$ cat src/rtl/vending_pkg.sv
// Shared types and coin decode for the vending change controller.
// Coin codes are one-hot; any other code decodes to zero cents.
package vending_pkg;

  typedef enum logic [1:0] {
    IDLE,
    CREDIT,
    DISPENSE,
    CHANGE
  } states_t;

  localparam logic [3:0] COIN_25  = 4'b0001;
  localparam logic [3:0] COIN_50  = 4'b0010;
  localparam logic [3:0] COIN_75  = 4'b0100;
  localparam logic [3:0] COIN_100 = 4'b1000;

  localparam int COIN_UNIT = 25;

  function automatic logic [6:0] coin_value(
    input logic [3:0] coin
  );
    case (coin)
      COIN_25:  coin_value = 7'd25;
      COIN_50:  coin_value = 7'd50;
      COIN_75:  coin_value = 7'd75;
      COIN_100: coin_value = 7'd100;
      default:  coin_value = 7'd0;
    endcase
  endfunction

endpackage

$ cat src/rtl/vending_change_fsm.sv
// Moore vending controller: credit accumulation, one-cycle dispense,
// quarter-by-quarter change/refund through a hopper handshake.
module vending_change_fsm
  import vending_pkg::*;
#(
  parameter int PRICE    = 125,
  parameter int CREDIT_W = 8,
  parameter int SALES_W  = 16
) (
  input  logic                clk,
  input  logic                reset,
  input  logic                coin_valid,
  input  logic [3:0]          coin,
  input  logic                cancel,
  input  logic                change_ack,
  output logic                dispense,
  output logic                change_quarter,
  output logic                coin_reject,
  output logic [CREDIT_W-1:0] credit,
  output logic                busy,
  output logic [SALES_W-1:0]  sales_count
);

  if ((PRICE % COIN_UNIT) != 0 || PRICE < COIN_UNIT) begin : g_bad_price
    $error("PRICE must be a positive multiple of 25");
  end
  if (CREDIT_W < 7 || CREDIT_W > 30 ||
      (PRICE + 75) >= (1 << CREDIT_W)) begin : g_bad_width
    $error("CREDIT_W cannot hold PRICE+75");
  end

  localparam logic [CREDIT_W-1:0] LP_PRICE = CREDIT_W'(PRICE);
  localparam logic [CREDIT_W-1:0] LP_UNIT  = CREDIT_W'(COIN_UNIT);

  states_t               r_state;
  states_t               w_state_n;
  logic [CREDIT_W-1:0]   r_credit;
  logic [CREDIT_W-1:0]   w_credit_n;
  logic [SALES_W-1:0]    r_sales;
  logic                  r_reject;
  logic [CREDIT_W-1:0]   w_coin;
  logic [CREDIT_W-1:0]   w_sum;
  logic [CREDIT_W-1:0]   w_remain;
  logic                  w_legal;
  logic                  w_busy;
  logic                  w_cancel;
  logic                  w_accept;
  logic                  w_reject;

  assign w_coin   = CREDIT_W'(coin_value(coin));
  assign w_legal  = coin_valid && (w_coin != '0);
  assign w_sum    = r_credit + w_coin;
  assign w_remain = r_credit - LP_PRICE;
  assign w_busy   = (r_state == DISPENSE) || (r_state == CHANGE);
  assign w_cancel = (r_state == CREDIT) && cancel;
  assign w_accept = w_legal && !w_busy && !w_cancel;
  assign w_reject = coin_valid && !w_accept;

  always_ff @(posedge clk) begin
    if (!reset) begin
      r_state <= IDLE;
    end else begin
      r_state <= w_state_n;
    end
  end

  always_comb begin
    w_state_n = r_state;
    case (r_state)
      IDLE, CREDIT: begin
        if (w_cancel) begin
          w_state_n = CHANGE;
        end else if (w_accept) begin
          w_state_n = (w_sum >= LP_PRICE) ? DISPENSE : CREDIT;
        end
      end
      DISPENSE: w_state_n = (w_remain != '0) ? CHANGE : IDLE;
      CHANGE: begin
        if (change_ack && r_credit == LP_UNIT) begin
          w_state_n = IDLE;
        end
      end
      default: w_state_n = IDLE;
    endcase
  end

  // Credit only moves on an accepted coin, the sale, or a paid quarter.
  always_comb begin
    w_credit_n = r_credit;
    case (r_state)
      IDLE, CREDIT: if (w_accept) w_credit_n = w_sum;
      DISPENSE:     w_credit_n = w_remain;
      CHANGE:       if (change_ack) w_credit_n = r_credit - LP_UNIT;
      default:      w_credit_n = '0;
    endcase
  end

  always_ff @(posedge clk) begin
    if (!reset) begin
      r_credit <= '0;
      r_sales  <= '0;
      r_reject <= 1'b0;
    end else begin
      r_credit <= w_credit_n;
      r_reject <= w_reject;
      if (r_state == DISPENSE) begin
        r_sales <= r_sales + 1'b1;
      end
    end
  end

  always_comb begin
    dispense       = (r_state == DISPENSE);
    change_quarter = (r_state == CHANGE);
    busy           = w_busy;
    coin_reject    = r_reject;
    credit         = r_credit;
    sales_count    = r_sales;
  end

endmodule

$ cat config.mk
export PLATFORM = sky130hd
export DESIGN_NAME = vending_change_fsm
export DESIGN_NICKNAME = d
export VERILOG_FILES = /design/src/rtl/vending_pkg.sv /design/src/rtl/vending_change_fsm.sv
export SDC_FILE = /design/constraint.sdc
export NUM_CORES = 1
export LEC_CHECK = 0
export CORE_ASPECT_RATIO = 0.7
export CORE_MARGIN = 2
export CORE_UTILIZATION = 50
export CTS_BUF_LIST = sky130_fd_sc_hd__clkbuf_8
export CTS_CLUSTER_DIAMETER = 80
export DETAILED_ROUTE_END_ITERATION = 10
export DONT_BUFFER_PORTS = 1
export GPL_TIMING_DRIVEN = 0
export PLACE_DENSITY_LB_ADDON = 0.2
export SKIP_LAST_GASP = 1
export SYNTH_ARGS = -nofsm -noshare
export SYNTH_HDL_FRONTEND = slang
export SYNTH_SLANG_ARGS = --single-unit
$ cat constraint.sdc
create_clock -name clk -period 2.45 [get_ports clk]
set_input_delay 0.3675 -clock clk [delete_from_list [all_inputs] [get_ports clk]]
set_output_delay 0.3675 -clock clk [all_outputs]
set_load 0.01 [all_outputs]
After elaboration in Yosys (flattened, before gate mapping)
Cells that the tools add are included.
{"block": "totals", "input_bits": 9, "output_inout_bits": 28, "reg_bits": 27}
{"block": "op_classes", "n_mux": 10, "addsub": 4, "reduce_logical": 16, "n_eq_ne": 12, "n_lt_le_gt_ge": 1}
{"op": "$pmux 7 s4", "count": 1}
{"op": "$pmux 8 s3", "count": 1}
{"op": "$add 16x1->16 const B", "count": 1}
{"op": "$mux 8", "count": 2}
{"op": "$reduce_bool 8->1", "count": 2}
{"op": "$mux 2", "count": 5}
{"op": "$add 8x7->8", "count": 1}
{"op": "$eq 8x5->1 const B", "count": 1}
{"op": "$ge 8x7->1 const B", "count": 1}
{"op": "$sub 8x5->8 const B", "count": 1}
{"op": "$sub 8x7->8 const B", "count": 1}
{"op": "$logic_and 1x1->1", "count": 6}
{"op": "$pmux 2 s3", "count": 1}
{"op": "$eq 2x2->1 const B", "count": 2}
{"op": "$eq 4x1->1 const B", "count": 1}
{"op": "$eq 4x2->1 const B", "count": 1}
{"op": "$eq 4x3->1 const B", "count": 1}
{"op": "$eq 4x4->1 const B", "count": 1}
{"op": "$ne 2x2->1 const B", "count": 2}
{"op": "$reduce_and 2->1", "count": 2}
{"op": "$logic_not 1->1", "count": 3}
{"op": "$ne 3x3->1 const B", "count": 1}
{"op": "$eq 2x1->1 const B", "count": 1}
{"op": "$logic_not 2->1", "count": 1}
{"op": "other kinds (3)", "count": 3}

Logic depth before layout (Yosys ltp)
Gate-level depths: netlist (run 1).
{"block": "logic_depth", "ltp_word": 9, "mapped_depth": 11, "depth_no_buf": 10}

Worst setup path after synthesis (run 1)
OpenSTA, ideal clock, no wires.
{"block": "synth_timing", "kind": "input -> register", "from": "input port coin[1]", "to": "register r_state[0]", "cell_stages": 10, "required_ns": 2.390, "setup_time_ns": 0.060, "path_buffers": 1, "slack_ns": -0.017, "arrival_time_ns": 2.406, "cell_sequence": "buf_2 -> xnor2_1 -> nor3_1 -> ha_1 -> a21o_1 -> and4_4 -> o2111a_1 -> a211o_1 -> a311oi_1 -> o221a_1"}
{"block": "synth_via", "elab_chain_cells": 8, "elab_cells_between_ends": 17}
{"element": "start: declaration", "line": "vending_change_fsm.sv:13", "source": "input logic [3:0] coin,"}
{"element": "$eq 4x4->1, or another cell as far along", "line": "vending_pkg.sv:22", "source": "case (coin)"}
{"element": "$pmux 7 s4 (*)", "line": "vending_pkg.sv:22"}
{"element": "$add 8x7->8 / $reduce_bool 8->1 (equally long branches)", "line": "vending_change_fsm.sv:52, vending_change_fsm.sv:51"}
{"element": "$ge 8x7->1 / $logic_and 1x1->1 (equally long branches)", "line": "vending_change_fsm.sv:74, vending_change_fsm.sv:51"}
{"element": "$mux 2 / $logic_and 1x1->1 (equally long branches)", "line": "vending_change_fsm.sv:74, vending_change_fsm.sv:56"}
{"element": "$mux 2 / $logic_and 1x1->1 (equally long branches)", "line": "vending_change_fsm.sv:73, vending_change_fsm.sv:56"}
{"element": "$mux 2 / $ne 3x3->1 (equally long branches)"}
{"element": "$pmux 2 s3 / $reduce_and 2->1 (equally long branches)"}
{"element": "end signal: assignment", "line": "vending_change_fsm.sv:63", "source": "r_state <= w_state_n;"}
{"element": "end: declaration", "line": "vending_change_fsm.sv:35", "source": "states_t r_state;"}
Mark *: on every way between the ends. The rest lies on a longest branch, timed or not. The select of a mux whose other input is x is not followed.
A chain may end at the register's enable or synchronous reset.

Worst setup path in the final report (run 1)
Same ends and word-level chain as after synthesis.

==> results.txt, run 1 <==
Global-route wire length before repair = 8183 um
Post-route met1 wirelength = 2702 um
Post-layout min period = 2.338 ns
Capture instance of the worst register-to-register path = r_state[0]
Antenna fix cells = 0
Most instantiated flip-flop cell in the synthesis netlist = sky130_fd_sc_hd__dfxtp_1
Number of design rule violations left after detail routing = 0
Vertical die dimension = 58.36 um
Amount of wire on met2 after detailed routing = 2069 um
Worst setup path startpoint = coin[1]
Vias per std cell = 6.006
Core ar. = 3994 sq um
Post-synthesis net count = 286
DRC marker count from the first detailed-route iteration = 168
Worst setup EP type = flop
Post-synthesis register bit count = 27
Fraction of registers with async set or reset after synthesis = 0%
Total Power = 894.2 uW
Leading post-synthesis cells by instance count = sky130_fd_sc_hd__nor2_1 (28), sky130_fd_sc_hd__dfxtp_1 (27), sky130_fd_sc_hd__a21oi_1 (19), sky130_fd_sc_hd__nand2_1 (19), sky130_fd_sc_hd__xor2_1 (14)
Largest incremental delay on the critical path = 0.28 ns
Most common cell in the netlist = sky130_fd_sc_hd__nor2_1
Endpoints failing hold = 0
Number of nets in the finished design = 292
Max-slew headroom at the worst pin = 63.59%
Clk sink count = 27
Hold buffer count at CTS = 0
Worst clock skew on the final layout = 0.001954 ns
Fraction of layout instances using a drive strength above 1 = 14.07%
Total leakage power = 0.9049 nW
Effective utilization at floorplan = 52.85%
Drt first pass iters = 4
Syn_area_per_cell = 7.965 sq um
Library cell contributing the largest single delay on the critical path = sky130_fd_sc_hd__nor3_2
# rows = 19
Combined global-route utilization of all metal layers = 22.34%
Mapped Area = 2111 sq um
Root buf cell = sky130_fd_sc_hd__clkbuf_8
Final Hold Slack = 0.1928 ns
Sum of routed wire length over all layers = 5154 um
Die extent in x = 81.66 um
Area of the multi-input gates = 1495 sq um
Max layer used = met4
Fmax = 427.8 MHz
Kind of critical path = in -> reg
TritonCTS clock tree = built
Data required time of the worst path = 2.68 ns
Bufs on Longest Clock Path = 2
Arrival time worst endpoint = 2.57 ns
Depth of the most critical reg-to-reg path = 8
Cells after Synth = 265
Number of warnings printed during yosys synthesis = 0
Number of buffers created by CTS = 3
Top-Level Pins = 37
Cell chain of the critical path = buf_2 > xnor2_2 > nor3_2 > ha_1 > a21o_1 > and4_4 > o2111a_1 > a211o_1 > a311oi_2 > o221a_1
HPWL reported at the end of detailed placement = 3893 um
Antenna violation net count after detailed routing = 0
Cell count after placement = 317
Setup slack, reg-to-reg = 0.21 ns
Met3 routed WL = 373 um
Worst R2R Start = credit[0]
Final weighted congestion in routability-driven placement = 0.8848
Share of the cycle needed by the critical path after routing = 95.42%
Clock Latency Late Sink = 0.28 ns
Vias after detailed routing = 1934
Largest area contributor in the netlist = sky130_fd_sc_hd__dfxtp_1
Remaining Overflow, GRT = 0
Max IR drop VDD = 0.2601 mV
Cell types with the largest area share after synthesis = sky130_fd_sc_hd__dfxtp_1 (26%), sky130_fd_sc_hd__ha_1 (6.5%), sky130_fd_sc_hd__xor2_1 (5.8%)
Number of standard cells in the final layout excluding fillers = 322
Initial antenna violation count = 0
Maxcap violations = 0
Class of the worst hold path = in -> reg
Clk pin slew, worst setup/hold paths = 0.10 ns
Area share of the largest cell type after synthesis = 25.61%
Capture point of the worst path = r_state[0]
Vias in the first global route = 1654
Depth of the CTS H-tree = 1
Worst-path fanout max = 8
Number of port buffers = 0
Flip-flop and latch area = 543.0 sq um
Synth-to-Final Area Change = 8.299%
Crit start category = input pin
Transition time at the pin with the least slew margin = 0.5462 ns
Setup repair after global routing missed its margin = true
PwrDens = 391.2 nW/um^2
Maximum number of pins on one net before global-route repair = 15
Count of final max-slew check failures = 0
Setup violations, final = 0
Result of the run = finished clean
Total Die Area = 4766 sq um
Average wire length per cell after detail routing = 16.01 um
Setup Total Neg Slack = 0 ns
Number of inserted filler cells in the final layout = 385
Post-synth EDFFs = 0
Number of distinct library cells after synthesis = 58
Sequential cell area fraction in the yosys report = 25.61%
layer usage:
metal,track usage [%],up-vias
met1,35.56,920
li1,-,960
met2,29.86,51
met3,6.442,3
met5,0,-
met4,3.571,0
what timing repair did:
item / in CTS / in global routing
hold endpoints to repair: 0 / 0
resized for setup: 0 / 11
setup endpoints to repair: 0 / 3
buffers inserted: 0 / 1
critical path: cells and delay by family:
| kind | cells | cell delay [ns] |
|---|---|---|
| compound gates | 5 | 1.09 |
| simple gates | 2 | 0.49 |
| fa+ha+maj | 1 | 0.28 |
| buf+inv | 1 | 0.18 |
| xor+xnor | 1 | 0.16 |
cells by family after synthesis:
family	count (synthesis)	synth area share, %
and+or+nand+nor	94	23.36
AOI/OAI and AO/OA	75	24.78
xor gates and xnor gates	27	11.20
buffers and inverters	27	6.165
DFF	27	25.61
adders and majority gates	12	7.469
muxes	3	1.423
power breakdown:
group / switching [mW] / internal (mW) / leakage (nW)
clock network: 0.150 / 0.113 / 0.0269
logic: 0.107 / 0.0698 / 0.659
registers: 0.00962 / 0.445 / 0.219
total: 0.266 / 0.628 / 0.905
per-stage QoR:
step | utilization (%) | worst slack, ns | cell area [sq um]
floorplan | - | 0.01384 | 2116
global placement | 54.61 | -0.2588 | 2181
detailed placement | 54.61 | -0.2677 | 2181
CTS | 55.73 | 0.007621 | 2226
global route | 57.24 | -0.02455 | 2286
finish | 57.24 | 0.1122 | 2286
how the worst min path moves through the flow:
stage                     cells past startpoint  slack [ns]     endpoint  startpoint
after CTS                                     2        0.19  coin_reject  coin_valid
after detailed placement                      2        0.49  coin_reject  coin_valid
after global routing                          2        0.19  coin_reject  coin_valid
final                                         2        0.19  coin_reject  coin_valid
after floorplan                               2        0.48  coin_reject  coin_valid
after global placement                        2        0.49  coin_reject  coin_valid
state kept, by name, indices dropped and copies added, names as in the netlist:
| register | flops |
|---|---|
| coin_reject | 1 |
| credit | 8 |
| sales_count | 16 |
| r_state | 2 |
cells in the final DEF (no fill, tap or decap), types with 3 or more instances in the layout:
cell type / count
sky130_fd_sc_hd__xor2_1: 14
sky130_fd_sc_hd__o21ai_0: 10
sky130_fd_sc_hd__a21oi_2: 5
sky130_fd_sc_hd__o21ai_1: 6
sky130_fd_sc_hd__a21oi_1: 18
sky130_fd_sc_hd__nor3_1: 6
sky130_fd_sc_hd__nand2_1: 19
sky130_fd_sc_hd__nor2_1: 28
sky130_fd_sc_hd__xnor2_1: 10
sky130_fd_sc_hd__o211ai_1: 4
sky130_fd_sc_hd__ha_1: 11
sky130_fd_sc_hd__mux2i_1: 3
sky130_fd_sc_hd__inv_1: 8
sky130_fd_sc_hd__clkbuf_1: 6
sky130_fd_sc_hd__nor3_2: 3
sky130_fd_sc_hd__dfxtp_1: 25
sky130_fd_sc_hd__clkbuf_8: 3
sky130_fd_sc_hd__and3_1: 5
sky130_fd_sc_hd__nand3_1: 7
sky130_fd_sc_hd__buf_2: 8
sky130_fd_sc_hd__a211o_1: 5
sky130_fd_sc_hd__nor2b_1: 6
sky130_fd_sc_hd__a31oi_1: 4
sky130_fd_sc_hd__xnor2_2: 3
sky130_fd_sc_hd__and2_1: 3
sky130_fd_sc_hd__and4_1: 3
final cells by class:
cell class	instances	area share, %
multi-input cells	211	65.41
flip-flops and latches	27	23.75
plain buffers	19	4.379
well taps	52	2.846
clock buffers	3	1.806
inverters	8	1.314
repair buffers	1	0.3284
clock inverters	1	0.1642
Note: power is estimated with default switching activity, not from simulation.
==> run 2: changes to the inputs <==
--- a/config.mk
+++ b/config.mk
@@ -13,7 +13,7 @@
 export DETAILED_ROUTE_END_ITERATION = 10
 export DONT_BUFFER_PORTS = 1
 export GPL_TIMING_DRIVEN = 0
-export PLACE_DENSITY_LB_ADDON = 0.2
+export PLACE_DENSITY = 0.67
 export SKIP_LAST_GASP = 1
 export SYNTH_ARGS = -nofsm -noshare
 export SYNTH_HDL_FRONTEND = slang
==> results.txt, run 2 (synthesized netlist as in run 1, its figures left out) <==
Clock Latency Late Sink = 0.29 ns (about the same)
Hold buffer count at CTS = 0 (unchanged)
Total Die Area = 4766 sq um (unchanged)
Most common cell after layout, fill and taps aside = sky130_fd_sc_hd__nor2_1
Combined global-route utilization of all metal layers = 22.56% (+0.22 points)
Share of power burned in the clock network = 30.3% (+0.9 points)
Clk sink count = 27 (unchanged)
HPWL reported at the end of detailed placement = 3751 um (-3.6%)
Depth of the CTS H-tree = 1 (unchanged)
Worst-path fanout max = 8 (unchanged)
DRC marker count from the first detailed-route iteration = 148 (-12%)
Number of design rule violations left after detail routing = 0 (unchanged)
Synth-to-Final Area Change = 7.706%
Hold Crit Start = coin_valid
Crit start category = input pin
Die extent in x = 81.66 um (unchanged)
Top-Level Pins = 37 (unchanged)
Data required time of the worst path = 2.69 ns (about the same)
Capture instance of the worst register-to-register path = credit[6]
Number of port buffers = 0 (unchanged)
Worst clock skew on the final layout = 0.007516 ns (+0.005562 ns)
Comb pwr share = 19.1% (-0.6 points)
Worst setup EP type = flop
Class of the worst hold path = in -> reg
Setup slack, reg-to-reg = 0.19 ns (-0.02 ns)
Bufs on Longest Clock Path = 2 (unchanged)
Average wire length per cell after detail routing = 15.61 um (-2.5%)
Total Power = 900.6 uW (+0.72%)
Depth of the most critical reg-to-reg path = 8 (unchanged)
Total leakage power = 0.8871 nW (-2.0%)
Max IR drop VDD = 0.3124 mV (+20%)
Vertical die dimension = 58.36 um (unchanged)
Power spent charging and discharging nets = 271.1 uW (+1.8%)
Final weighted congestion in routability-driven placement = 0.8750 (-1.1%)
Result of the run = finished clean
Endpoints failing hold = 0 (unchanged)
Cell count after placement = 317 (unchanged)
Antenna fix cells = 0 (unchanged)
Count of final max-slew check failures = 0 (unchanged)
Seq pwr share = 50.5% (-0.4 points)
DP Worst Slack = -0.2530 ns (+0.01467 ns)
Worst R2R Start = credit[0]
Transition time at the pin with the least slew margin = 0.5787 ns (+0.03249 ns)
Kind of critical path = in -> reg
Maxcap violations = 0 (unchanged)
Vias in the first global route = 1640 (-0.85%)
Maximum number of pins on one net before global-route repair = 17 (+2)
Setup violations, final = 0 (unchanged)
Hold-critical path depth = 2 (unchanged)
Worst-case hold path end point = coin_reject
Clk pin slew, worst setup/hold paths = 0.10 ns (about the same)
TritonCTS clock tree = built
Number of inserted filler cells in the final layout = 370 (-3.9%)
Instance area after placement = 2181 sq um (unchanged)
Initial antenna violation count = 0 (unchanged)
Worst Setup Slack, final = 0.09272 ns (-0.01951 ns)
Post-Layout Inst Area = 2273 sq um (-0.55%)
Vias after detailed routing = 1886 (-2.5%)
Antenna violation net count after detailed routing = 0 (unchanged)
PwrDens = 396.1 nW/um^2 (+1.3%)
Drt first pass iters = 4 (unchanged)
Arrival time worst endpoint = 2.59 ns (+0.02 ns)
Post-layout min period = 2.357 ns (+0.01951 ns)
Proportion of total power due to net switching = 30.10% (+0.31 points)
Fmax = 424.2 MHz (-0.83%)
Max-slew headroom at the worst pin = 61.42% (-2.2 points)
# rows = 19 (unchanged)
Core ar. = 3994 sq um (unchanged)
Global-route wire length before repair = 8135 um (-0.59%)
Sum of routed wire length over all layers = 5026 um (-2.5%)
Flip-flop count of the largest register after layout = 16 (unchanged)
Number of standard cells in the final layout excluding fillers = 322 (unchanged)
Vias per std cell = 5.857 (-2.5%)
Effective utilization at floorplan = 52.85% (unchanged)
Top library cells by usage in the layout, fill and taps aside = sky130_fd_sc_hd__nor2_1 (28), sky130_fd_sc_hd__dfxtp_1 (25), sky130_fd_sc_hd__nand2_1 (19), sky130_fd_sc_hd__a21oi_1 (19), sky130_fd_sc_hd__xor2_1 (14)
Number of buffers created by CTS = 3 (unchanged)
Number of nets in the finished design = 292 (unchanged)
Remaining Overflow, GRT = 0 (unchanged)
Fraction of layout instances using a drive strength above 1 = 13.33% (-0.74 points)
Cell Int Power = 629.5 uW (+0.28%)
Share of the cycle needed by the critical path after routing = 96.22% (+0.80 points)
Root buf cell = sky130_fd_sc_hd__clkbuf_8
run 2: cell count changes in the layout (fill, tap and decap cells not counted), sizes merged:
cell      change
inv           -1
clkinvlp      +1
clkbuf        +1
buf           -1
run 2: power by group through the flow:
stage | clock network, mW | registers, mW | logic [mW]
6_report | 0.273 | 0.455 | 0.172
5_1_grt | 0.301 | 0.457 | 0.192
4_1_cts | 0.285 | 0.455 | 0.163
3_5_place_dp | 0 | 0.465 | 0.162
3_3_place_gp | 0 | 0.465 | 0.162
2_1_floorplan | 0 | 0.462 | 0.135
run 2: how the worst max path moves through the flow:
stage / endpoint / start / depth (start not counted)
4_1_cts: r_state[0] / credit[0] / 8
5_1_grt: r_state[0] / coin[2] / 11
3_5_place_dp: r_state[0] / coin[2] / 11
6_report: r_state[0] / coin[1] / 10
2_1_floorplan: r_state[0] / coin[2] / 11
3_3_place_gp: r_state[0] / coin[2] / 11
run 2: final cells by class:
| class | count | area, sq um | area share (%) |
|---|---|---|---|
| Buffer | 19 | 102.6 | 4.513 |
| Clock inverter | 1 | 7.507 | 0.3302 |
| Timing Repair Buffer | 1 | 7.507 | 0.3302 |
| Multi-Input combinational cell | 211 | 1476 | 64.94 |
| Tap cell | 52 | 65.06 | 2.862 |
| Clock buffer | 3 | 41.29 | 1.816 |
| Inverter | 8 | 30.03 | 1.321 |
| Sequential cell | 27 | 543.0 | 23.89 |
run 2: layer usage:
| metal | global-route usage (%) | up-vias | part of all wire [%] |
|---|---|---|---|
| met5 | 0 | - | 0 |
| met4 | 3.810 | 0 | 0.44 |
| met3 | 6.135 | 4 | 8.4 |
| met2 | 29.86 | 73 | 39 |
| met1 | 36.34 | 849 | 52 |
| li1 | - | 960 | - |
run 2: what timing repair did:
action | 4_1_cts | 5_1_grt
buffers inserted | 0 | 1
hold endpoints to repair | 0 | 0
endpoints found under the setup margin | 0 | 3
gates resized for setup | 0 | 9
run 2: critical path, stage by stage:
cell and delay [ns]:
sky130_fd_sc_hd__clkbuf_4 0.17, sky130_fd_sc_hd__xnor2_1 0.15, sky130_fd_sc_hd__nor3_2 0.26, sky130_fd_sc_hd__ha_1 0.28
sky130_fd_sc_hd__a21o_1 0.18, sky130_fd_sc_hd__and4_4 0.20, sky130_fd_sc_hd__o2111a_1 0.23, sky130_fd_sc_hd__a211o_1 0.26
sky130_fd_sc_hd__a311oi_2 0.27, sky130_fd_sc_hd__o221a_1 0.22
run 2: metrics by stage:
| step | hold slack (ns) | setup TNS [ns] | util (%) |
|---|---|---|---|
| 3_3_place_gp | 0.4896 | -0.6203 | 54.61 |
| 3_5_place_dp | 0.4903 | -0.5786 | 54.61 |
| 5_1_grt | 0.1822 | -0.005254 | 56.92 |
| 6_report | 0.1791 | 0 | 56.92 |
| 2_1_floorplan | 0.4836 | 0 | - |
| 4_1_cts | 0.1735 | 0 | 55.83 |
==> run 3: changes to the inputs <==
--- a/config.mk
+++ b/config.mk
@@ -6,7 +6,7 @@
 export NUM_CORES = 1
 export LEC_CHECK = 0
 export CORE_ASPECT_RATIO = 0.7
-export CORE_MARGIN = 2
+export CORE_MARGIN = 5
 export CORE_UTILIZATION = 50
 export CTS_BUF_LIST = sky130_fd_sc_hd__clkbuf_8
 export CTS_CLUSTER_DIAMETER = 80
==> results.txt, run 3 (synthesized netlist as in run 1, its figures left out) <==
Antenna violation net count after detailed routing = 0 (unchanged)
Total Power = 896.0 uW (-0.51%)
Total leakage power = 0.8787 nW (-0.94%)
Maximum number of pins on one net before global-route repair = 16 (-1)
Effective utilization at floorplan = 52.85% (unchanged)
Worst clock skew on the final layout = 0.003390 ns (-0.004126 ns)
Kind of cell adding the most delay to the critical path = compound AO/OA/AOI/OAI gates
Worst R2R Start = credit[0]
Antenna fix cells = 0 (unchanged)
Vias in the first global route = 1649 (+0.55%)
Count of buffer and inverter cells on the critical path = 1 (unchanged)
Root buf cell = sky130_fd_sc_hd__clkbuf_8
Setup Total Neg Slack = 0 ns (unchanged)
Cell depth of the worst setup path = 11 (+1)
Class of the worst hold path = in -> reg
Maxcap violations = 0 (unchanged)
Arrival time worst endpoint = 2.57 ns (-0.02 ns)
# rows = 19 (unchanged)
Hold buffer count at CTS = 0 (unchanged)
Depth of the CTS H-tree = 1 (unchanged)
Hold Crit Start = coin_valid
Comb pwr share = 19.2% (about the same)
Cell Int Power = 625.6 uW (-0.61%)
Clk pin slew, worst setup/hold paths = 0.10 ns (about the same)
Seq pwr share = 50.8% (+0.3 points)
Vias after detailed routing = 1923 (+2.0%)
Max IR drop VDD = 0.2326 mV (-26%)
Result of the run = finished clean
Top library cells by usage in the layout, fill and taps aside = sky130_fd_sc_hd__nor2_1 (28), sky130_fd_sc_hd__dfxtp_1 (26), sky130_fd_sc_hd__nand2_1 (19), sky130_fd_sc_hd__a21oi_1 (19), sky130_fd_sc_hd__xor2_1 (14)
Most numerous cell on the critical path = sky130_fd_sc_hd__xnor2_1
Clock Latency Late Sink = 0.28 ns (about the same)
Average wire length per cell after detail routing = 16.71 um (+7.0%)
Die extent in x = 87.66 um (+7.3%)
Synth-to-Final Area Change = 6.698%
Transition time at the pin with the least slew margin = 0.5973 ns (+0.01862 ns)
Capture point of the worst path = r_state[0]
Vias per std cell = 5.991 (+2.3%)
Bufs on Longest Clock Path = 2 (unchanged)
Depth of the most critical reg-to-reg path = 8 (unchanged)
Setup Buffers After CTS = 0 (unchanged)
Most common cell after layout, fill and taps aside = sky130_fd_sc_hd__nor2_1
Core ar. = 3994 sq um (unchanged)
TritonCTS clock tree = built
Kind of critical path = in -> reg
Worst-path fanout max = 8 (unchanged)
Largest incremental delay on the critical path = 0.39 ns (+0.11 ns)
Endpoints failing hold = 0 (unchanged)
Clk sink count = 27 (unchanged)
Crit start category = input pin
Data required time of the worst path = 2.63 ns (-0.06 ns)
Drt first pass iters = 4 (unchanged)
Vertical die dimension = 64.36 um (+10%)
Remaining Overflow, GRT = 0 (unchanged)
Power spent charging and discharging nets = 270.3 uW (-0.28%)
Share of the cycle needed by the critical path after routing = 97.23% (+1.0 points)
Total Die Area = 5642 sq um (+18%)
Top-Level Pins = 37 (unchanged)
Setup violations, final = 0 (unchanged)
Combined global-route utilization of all metal layers = 18.94% (-3.6 points)
Final weighted congestion in routability-driven placement = 0.9394 (+7.4%)
HPWL reported at the end of detailed placement = 4093 um (+9.1%)
Cell chain of the critical path = buf_2 > xnor2_1 > nor3_2 > ha_1 > fa_2 > a211oi_2 > o21bai_1 > a21oi_1 > xnor2_1 > a311oi_2 > o221a_1
Max-slew headroom at the worst pin = 60.18% (-1.2 points)
Worst setup EP type = flop
Capture instance of the worst register-to-register path = r_state[0]
Number of port buffers = 0 (unchanged)
DRC marker count from the first detailed-route iteration = 148 (unchanged)
Worst setup path startpoint = coin[2]
PwrDens = 397.8 nW/um^2 (+0.43%)
Share of power burned in the clock network = 30.1% (-0.2 points)
Number of inserted filler cells in the final layout = 389 (+5.1%)
Sum of routed wire length over all layers = 5363 um (+6.7%)
Initial antenna violation count = 0 (unchanged)
Fmax = 419.8 MHz (-1.0%)
Global-route wire length before repair = 8556 um (+5.2%)
Proportion of total power due to net switching = 30.17% (+0.071 points)
Library cell contributing the largest single delay on the critical path = sky130_fd_sc_hd__fa_2
Flip-flop count of the largest register after layout = 16 (unchanged)
Setup slack, reg-to-reg = 0.08 ns (-0.11 ns)
Number of buffers created by CTS = 3 (unchanged)
Post-layout min period = 2.382 ns (+0.02488 ns)
Number of nets in the finished design = 291 (-0.34%)
Setup repair after global routing missed its margin = true
Count of final max-slew check failures = 0 (unchanged)
Number of design rule violations left after detail routing = 0 (unchanged)
Fraction of layout instances using a drive strength above 1 = 12.27% (-1.1 points)
-- run 3: changes by cell type in the layout (fill, tap and decap cells not counted), sizes merged --
cell | previous run | this run
clkbuf | 10 | 9
clkinv | 1 | 2
clkinvlp | 1 | 0
-- run 3: area by class of cell --
| class | count | area (sq um) | share of cell area (%) |
|---|---|---|---|
| well taps | 52 | 65.06 | 2.889 |
| flip-flops and latches | 27 | 541.8 | 24.06 |
| inverters | 8 | 30.03 | 1.333 |
| clock inverters | 1 | 5.005 | 0.2222 |
| plain buffers | 19 | 100.1 | 4.444 |
| clock buffers | 3 | 41.29 | 1.833 |
| multi-input cells | 211 | 1469 | 65.22 |
-- run 3: what timing repair did --
action                     in CTS  in global routing
hold endpoints to repair        0                  0
gates resized for setup         0                  6
setup endpoints to repair       0                  3
-- run 3: power by group through the flow --
stage / registers, mW / clock network (mW) / logic, mW
2_1_floorplan: 0.462 / 0 / 0.135
3_3_place_gp: 0.465 / 0 / 0.162
3_5_place_dp: 0.465 / 0 / 0.166
4_1_cts: 0.455 / 0.276 / 0.167
5_1_grt: 0.456 / 0.292 / 0.189
6_report: 0.455 / 0.270 / 0.172
-- run 3: worst min-delay path by stage --
stage | endpoint | cells past startpoint | slack [ns]
6_report | coin_reject | 2 | 0.18
5_1_grt | coin_reject | 2 | 0.19
4_1_cts | coin_reject | 2 | 0.18
3_5_place_dp | coin_reject | 2 | 0.49
3_3_place_gp | coin_reject | 2 | 0.49
2_1_floorplan | coin_reject | 2 | 0.48
-- run 3: per-stage QoR --
stage	instance area, sq um	utilization [%]	hold slack, ns	std cells	setup slack [ns]
after floorplan	2116	-	0.4836	265	0.01384
final	2252	56.39	0.1836	321	0.06784
after global placement	2181	54.61	0.4882	317	-0.2679
after detailed placement	2181	54.61	0.4895	317	-0.2804
after global routing	2252	56.39	0.1855	321	-0.03720
after CTS	2227	55.76	0.1805	321	0.0000004441
-- run 3: routing by layer --
| layer | GRT usage, % | up-vias | wire [um] |
|---|---|---|---|
| met5 | 0 | - | 0 |
| met1 | 29.27 | 909 | 2753 |
| li1 | - | 952 | - |
| met4 | 3.448 | 0 | 33 |
| met3 | 6.162 | 4 | 459 |
| met2 | 25.19 | 58 | 2116 |
